## config.mk

```make
export PLATFORM = sky130hd
export DESIGN_NAME = ifetch_ctrl
export DESIGN_NICKNAME = d
export VERILOG_FILES = /design/src/rtl/ifetch_ctrl.sv
export SDC_FILE = /design/constraint.sdc
export NUM_CORES = 1
export LEC_CHECK = 0
export CORE_MARGIN = 4
export CORE_UTILIZATION = 44
export CTS_BUF_LIST = sky130_fd_sc_hd__clkbuf_8
export DETAILED_ROUTE_END_ITERATION = 8
export PLACE_DENSITY = 0.86
export REMOVE_ABC_BUFFERS = 1
export SETUP_SLACK_MARGIN = 0.05
export SLEW_MARGIN = 20
export SYNTH_ARGS = -nofsm -noshare
export SYNTH_HDL_FRONTEND = slang
export SYNTH_SLANG_ARGS = --single-unit
```

## constraint.sdc

```tcl
create_clock -name clk -period 2.45 [get_ports clk]
set_clock_uncertainty 0.05 [all_clocks]
set_input_delay 0.3675 -clock clk [delete_from_list [all_inputs] [get_ports clk]]
set_output_delay 0.3675 -clock clk [all_outputs]
set_load 0.03 [all_outputs]
```

## src/rtl/ifetch_ctrl.sv

```systemverilog
// ifetch_ctrl: instruction-fetch sequencer for a word-addressed, async-read ROM.
// It owns the fetch PC, drives imem_addr from that register, and captures each
// returned word with its PC. Words go to decode through a small FIFO that uses
// a valid/ready handshake. A redirect flushes the FIFO and restarts fetching.
// A HALT_WORD or an out-of-range PC stops fetching.
// Optional build macro: IFETCH_PERF_EN adds free-running fetch and stall counters.
// When the macro is undefined, both perf ports are tied to zero.
//
//   state | meaning
//   ------+-----------------------------------------------------------
//   IDLE  | after reset; waits for start, pc parked at RESET_PC
//   RUN   | fetching one word per cycle while the FIFO has a free slot
//   HALT  | fetching stopped (halt word or PC past ROM); FIFO drains
module ifetch_ctrl #(
  parameter logic [31:0] RESET_PC   = 32'h0000_0000,
  parameter int          MEM_SIZE   = 256,
  parameter int          FIFO_DEPTH = 2,
  parameter logic [31:0] HALT_WORD  = 32'hFFFF_FFFF
) (
  input  logic        clk,
  input  logic        rst_n,
  input  logic        start,
  input  logic        redirect_valid,
  input  logic [31:0] redirect_pc,
  output logic [31:0] imem_addr,
  input  logic [31:0] imem_data,
  output logic        inst_valid,
  input  logic        inst_ready,
  output logic [31:0] inst_data,
  output logic [31:0] inst_pc,
  output logic        halted,
  output logic [31:0] perf_fetch_cnt,
  output logic [31:0] perf_stall_cnt
);

  localparam int AW = $clog2(FIFO_DEPTH);
  localparam int CW = AW + 1;

  typedef enum logic [1:0] {IDLE, RUN, HALT} state_t;

  state_t        state;
  logic [31:0]   pc;
  logic [31:0]   fifo_data [FIFO_DEPTH];
  logic [31:0]   fifo_pc   [FIFO_DEPTH];
  logic [AW-1:0] wr_ptr;
  logic [AW-1:0] rd_ptr;
  logic [CW-1:0] count;

  logic fetch;
  logic in_range;
  logic push;
  logic pop;
  logic unused_rpc_lsb;

  // The low two bits of the redirect target are not used because fetch is always word aligned.
  assign unused_rpc_lsb = ^redirect_pc[1:0];

  // A pop does not free a slot in the same cycle. The fetch decision uses only the registered count.
  assign fetch    = (state == RUN) && (count < CW'(FIFO_DEPTH)) && !redirect_valid;
  assign in_range = (pc >> 2) < 32'(MEM_SIZE);
  assign push     = fetch && in_range;
  assign pop      = inst_valid && inst_ready && !redirect_valid;

  assign imem_addr  = pc;
  assign inst_valid = (count != '0);
  assign inst_data  = fifo_data[rd_ptr];
  assign inst_pc    = fifo_pc[rd_ptr];
  assign halted     = (state == HALT);

  // FSM, fetch PC and fetch FIFO. A redirect overrides every other update in the same cycle.
  always_ff @(posedge clk or negedge rst_n) begin
    if (!rst_n) begin
      state  <= IDLE;
      pc     <= RESET_PC;
      wr_ptr <= '0;
      rd_ptr <= '0;
      count  <= '0;
      for (int i = 0; i < FIFO_DEPTH; i++) begin
        fifo_data[i] <= '0;
        fifo_pc[i]   <= '0;
      end
    end else if (redirect_valid) begin
      state  <= RUN;
      pc     <= {redirect_pc[31:2], 2'b00};
      wr_ptr <= '0;
      rd_ptr <= '0;
      count  <= '0;
    end else begin
      if (push) begin
        fifo_data[wr_ptr] <= imem_data;
        fifo_pc[wr_ptr]   <= pc;
        wr_ptr            <= wr_ptr + AW'(1);
      end
      if (pop) begin
        rd_ptr <= rd_ptr + AW'(1);
      end
      if (push && !pop) begin
        count <= count + CW'(1);
      end else if (pop && !push) begin
        count <= count - CW'(1);
      end

      unique case (state)
        IDLE: begin
          if (start) state <= RUN;
        end
        RUN: begin
          if (fetch) begin
            if (!in_range) begin
              state <= HALT;
            end else if (imem_data == HALT_WORD) begin
              // The halt word is still delivered. The PC stays on it.
              state <= HALT;
            end else begin
              pc <= pc + 32'd4;
            end
          end
        end
        HALT: ;
        default: state <= IDLE;
      endcase
    end
  end

`ifdef IFETCH_PERF_EN
  logic [31:0] fetch_cnt_q;
  logic [31:0] stall_cnt_q;

  // Free-running performance counters. They wrap naturally and a redirect does not clear them.
  always_ff @(posedge clk or negedge rst_n) begin
    if (!rst_n) begin
      fetch_cnt_q <= '0;
      stall_cnt_q <= '0;
    end else begin
      if (push) fetch_cnt_q <= fetch_cnt_q + 32'd1;
      if (inst_valid && !inst_ready) stall_cnt_q <= stall_cnt_q + 32'd1;
    end
  end

  assign perf_fetch_cnt = fetch_cnt_q;
  assign perf_stall_cnt = stall_cnt_q;
`else
  assign perf_fetch_cnt = 32'h0;
  assign perf_stall_cnt = 32'h0;
`endif

endmodule

```

Word level (Yosys, flattened, before mapping) --
Cells that the tools add are included. Widths: inputs -> output; s select.
Storage, ports and cells: register bits after elaboration 166, input bits 69, output and inout port bits 162, logic and storage cells 80
Cells by class: add/subtract/negate cells 5, magnitude comparators 5, equality and inequality tests 8, mux-type cells 28, bitwise operators 3, reductions and logical operators 22
Operators with widths (number):
- $mux 32 | 12
- $bwmux 64 | 2
- $add 32x3->32 const B | 1
- $demux 32 s1 | 1
- $eq 32x32->1 const B | 1
- $lt 30x9->1 const B | 1
- $mux 2 | 8
- $reduce_bool 2->1 | 6
- $logic_and 1x1->1 | 8
- $reduce_and 4->1 | 2
- $ne 3x3->1 const B | 2
- $pmux 2 s3 | 1
- $ge 2x2->1 const B | 2
- $mux 1 | 4
- $ne 2x2->1 const B | 2
- $ne 4x3->1 const B | 1
- $not 1->2 | 2
- $logic_not 1->1 | 3
- $reduce_bool 3->1 | 1
- $add 1x1->1 const B | 2
- $add 2x1->2 const B | 1
- $eq 2x1->1 const B | 1
- $eq 2x2->1 const B | 1
- $logic_not 2->1 | 1
- 5 further kinds | 5

Logic depth before layout (Yosys ltp) --
word-level depth 9, depth in mapped cells 7, gate-level depth less buffers 5

Least setup slack after synthesis --
Ideal clock, no wire load.
path type reg2reg, start register pc[27], in the netlist imem_addr[27], end register fifo_data[32] (netlist name), setup time 0.125 ns, arrival time 2.262 ns, required time 2.275 ns, setup slack 0.013 ns, cell stages (with the launch flop) 7, path buffers 1, period minus slack after synthesis 2.437 ns, cell sequence dfrtp_1 -> nor4_1 -> nand4_1 -> nor3_2 -> nor3b_4 -> buf_6 -> mux2_2
Between the ends: cells in the longest elaborated chain, start to end 3
RTL lines:
- start, declared | line 42 | logic [31:0] pc;
- start signal, assigned | line 84 | pc <= {redirect_pc[31:2], 2'b00};
- start signal, assigned | line 115 | pc <= pc + 32'd4;
- $lt 30x9->1 | line 60 | assign in_range = (pc >> 2) < 32'(MEM_SIZE);
- $logic_and 1x1->1 | line 61 | assign push = fetch && in_range;
- $reduce_and 2->1 (no line)
- end signal, assigned by index | line 90 | fifo_data[wr_ptr] <= imem_data;
- end, declared | line 43 | logic [31:0] fifo_data [FIFO_DEPTH];
Every way passes these cells. A chain may end at the register's enable or synchronous reset.

Worst setup path after layout --
start register pc[27], in the netlist imem_addr[27], end register fifo_data[52] (netlist name)
Same word-level chain as after synthesis.

==> flow_summary.json <==
{
  "core_area_um2": 16520,
  "timing.critical_path.mode_cell": "sky130_fd_sc_hd__buf_12",
  "syn_inst_count": 555,
  "period_share_pct": 94.68,
  "worst_slack_ns": 0.1303,
  "ys_async_sr_fraction_pct": 100.0,
  "totalNegativeSetupSlack_ns": 0,
  "firstDrtPassIters": 4,
  "cts_tree": "built",
  "post-dp-hpwl_um": 11110,
  "mostFrequentLayoutCells": "162 x sky130_fd_sc_hd__mux2_2, 159 x sky130_fd_sc_hd__dfrtp_1, 96 x sky130_fd_sc_hd__clkdlybuf4s50_1",
  "drt-initial-drc-count": 181,
  "transition_time_of_the_tightest_slew_check_pin_ns": 0.5144,
  "report.final.slew_viol_count": 0,
  "critPathMaxFanout": 23,
  "globalplace.congestion": 0.7410,
  "globalRoute.totalOverflow": 0,
  "first_global_vias": 5003,
  "relative_area_change_from_synthesis_to_final_layout_pct": 30.26,
  "total_wire_length_after_detailed_routing_um": 16300,
  "drv.max_cap_violation_count": 0,
  "final_hold_viol_count": 0,
  "ir_drop_mv": 0.3789,
  "cts_num_sinks": 160,
  "final_setup_violation_count": 0,
  "placement.io_buffers": 160,
  "clk_pin_slew_ns": 0.08,
  "drc_errors": 0,
  "initial_antenna_violation_count": 0,
  "floorplan.die.width_um": 137.6,
  "cp_cell_sequence": "nor4_2, nand4_1, nor3_2, nor3b_4, buf_12, buf_12, mux2_2",
  "synth.top_cell.area_share_pct": 54.18,
  "dpl_worst_slack_ns": -0.08168,
  "fin_cells": 977,
  "max_freq_mhz": 431.1,
  "cts_root_buffer": "sky130_fd_sc_hd__clkbuf_8",
  "layout_commonest_cell": "sky130_fd_sc_hd__mux2_2",
  "endpoint_kind": "register",
  "drive_gt1_share_pct": 31.57,
  "synth-seq-area-share_pct": 54.18,
  "floorplan.die.height_um": 137.6,
  "worst-setup-path-type": "register to register",
  "synth.lib_cells_used.distinct": 46,
  "power.density_nw_per_um2": 559.5,
  "hold_ws_ns": 0.2833,
  "cts_max_path_buffers": 2,
  "synthesis.area_um2": 7390,
  "synth_top_area_cell": "sky130_fd_sc_hd__dfrtp_1",
  "critical-path-max-stage-delay_ns": 0.41,
  "worstPathBufferInverterCount": 2,
  "cts_htree_levels": 4,
  "grt_first_pass_wirelength_um": 25380,
  "power.static_leakage_nw": 4.919,
  "ant_nets": 0,
  "worstSkewPairLatency_ns": 0.43,
  "syn_avg_cell_area_um2": 13.31,
  "antennaDiodeCount": 0,
  "yosys_most_used_dff": "sky130_fd_sc_hd__dfrtp_1",
  "timing.critical_path.required_ns": 2.72,
  "detail_route.wl_per_cell_um": 16.68,
  "floorplan.die_area_um2": 18930,
  "post-route-min-period_ns": 2.320,
  "cts_made_buffers": 17,
  "worst_ep_arrival_time_ns": 2.59,
  "status": "completed",
  "worst_hold_path_type": "input pin to register",
  "grt_setup_unrepaired": "true",
  "route.detailed.vias_per_inst": 4.825,
  "vias": 4714,
  "timing.critical_path.max_delay_family": "simple AND/OR/NAND/NOR gates",
  "synth_edf_count": 0,
  "placementRows": 47,
  "r2r_setup_slack_ns": 0.13,
  "dp.cells": 939,
  "postSynthRegisterBits": 160,
  "max-slew-margin-rel_pct": 65.70,
  "ys.warnings.count": 0,
  "num-nets-final": 814,
  "synth_area_leaders": "sky130_fd_sc_hd__dfrtp_1 54%, sky130_fd_sc_hd__mux2_2 25%, sky130_fd_sc_hd__buf_4 7.3%",
  "io_pins": 231,
  "start_kind": "register",
  "cpMaxStageDelayCell": "sky130_fd_sc_hd__dfrtp_1",
  "start_util_pct": 44.72,
  "grt_start_max_net_pins": 53,
  "globalRouteTotalUtil_pct": 17.17
}
==> routing by layer <==
layer	share of wire, %	GRT usage, %
met1	42	21.79
met2	49	28.17
met3	7.2	5.515
met4	1.0	4.989
met5	0	0
==> final cells by class <==
type / count / area [um2]
multi-input cells: 364 / 2979
inverters: 4 / 15.01
flip-flops and latches: 160 / 4005
clock inverters: 10 / 110.1
fillers: 1364 / 6899
well taps: 220 / 275.3
repair buffers: 197 / 1938
clock buffers: 22 / 302.8
==> synth_stat cells, types with 2 or more instances <==
cell type                    n
sky130_fd_sc_hd__nand4_1    10
sky130_fd_sc_hd__o31a_1      2
sky130_fd_sc_hd__nand3_1     2
sky130_fd_sc_hd__mux2i_1     2
sky130_fd_sc_hd__nand2b_1    4
sky130_fd_sc_hd__clkbuf_1    8
sky130_fd_sc_hd__and3_1      2
sky130_fd_sc_hd__a211oi_1    4
sky130_fd_sc_hd__nor4_1      7
sky130_fd_sc_hd__nor2b_1    48
sky130_fd_sc_hd__nor3b_1     2
sky130_fd_sc_hd__nand2_1     9
sky130_fd_sc_hd__nor3_1      5
sky130_fd_sc_hd__dfrtp_1   160
sky130_fd_sc_hd__inv_1       4
sky130_fd_sc_hd__buf_2       3
sky130_fd_sc_hd__mux2_2    162
sky130_fd_sc_hd__nor2_1      9
sky130_fd_sc_hd__o21ai_0     2
sky130_fd_sc_hd__buf_6       4
sky130_fd_sc_hd__buf_1       7
sky130_fd_sc_hd__xnor2_1     2
sky130_fd_sc_hd__or2_2       2
sky130_fd_sc_hd__a41oi_1     2
sky130_fd_sc_hd__buf_4      72
==> where the power goes <==
part	internal (W)	switching (W)	total, W
clock	0.00104	0.000943	0.00198
sequential	0.00269	0.0000571	0.00275
combinational	0.000254	0.000403	0.000657
total	0.00398	0.00140	0.00539
==> worst paths after layout <==
kind	from	to	cells after the start
setup / recovery	imem_addr[27]$_DFFE_PN0P_	fifo_data[52]$_DFFE_PN0P_	7
hold / removal	redirect_valid	rd_ptr$_DFFE_PN0P_	2
setup reg to reg	imem_addr[27]$_DFFE_PN0P_	fifo_data[52]$_DFFE_PN0P_	7
hold reg to reg	state[1]$_DFFE_PN0P_	state[0]$_DFFE_PN0P_	1
max in group asynchronous	rst_n	imem_addr[15]$_DFFE_PN0P_	3
min in group asynchronous	rst_n	imem_addr[26]$_DFFE_PN0P_	2
==> state kept, by name, summed over array words and instances (netlist names) <==
register	cells
fifo_pc	60
count	2
imem_addr	30
state	2
rd_ptr	1
wr_ptr	1
fifo_data	64
==> metrics by stage <==
step	total power [W]	instance area [um2]	util, %
3_5_place_dp	0.003453	9180	55.55
3_3_place_gp	0.003441	9180	55.55
6_report	0.005385	9625	58.25
5_1_grt	0.005629	9625	58.25
2_1_floorplan	0.003105	6984	-
4_1_cts	0.005455	9559	57.85
==> timing repair <==
action                                  4_1_cts  5_1_grt
endpoints found under the setup margin      138       28
hold buffers                                  1        0
hold endpoints to repair                     49        0
setup buffers                                 0        3
gates resized for setup                      64        1
gates cloned                                  1        1
pin swaps                                     1        1
==> logic make-up (layout without fill, tap and decap cells) <==
| family | count (synthesis) | in the layout | synth area share [%] |
|---|---|---|---|
| xor gates and xnor gates | 3 | 3 | 0.3556 |
| adders and majority gates | 1 | 1 | 0.1693 |
| DFF | 160 | 160 | 54.18 |
| AOI/OAI and AO/OA | 21 | 21 | 2.489 |
| buffers and inverters | 98 | 233 | 9.092 |
| other | 1 | 68 | 0.05075 |
| and+or+nand+nor | 107 | 107 | 8.703 |
| muxes | 164 | 164 | 24.96 |
(Power assumes the default switching activity.)
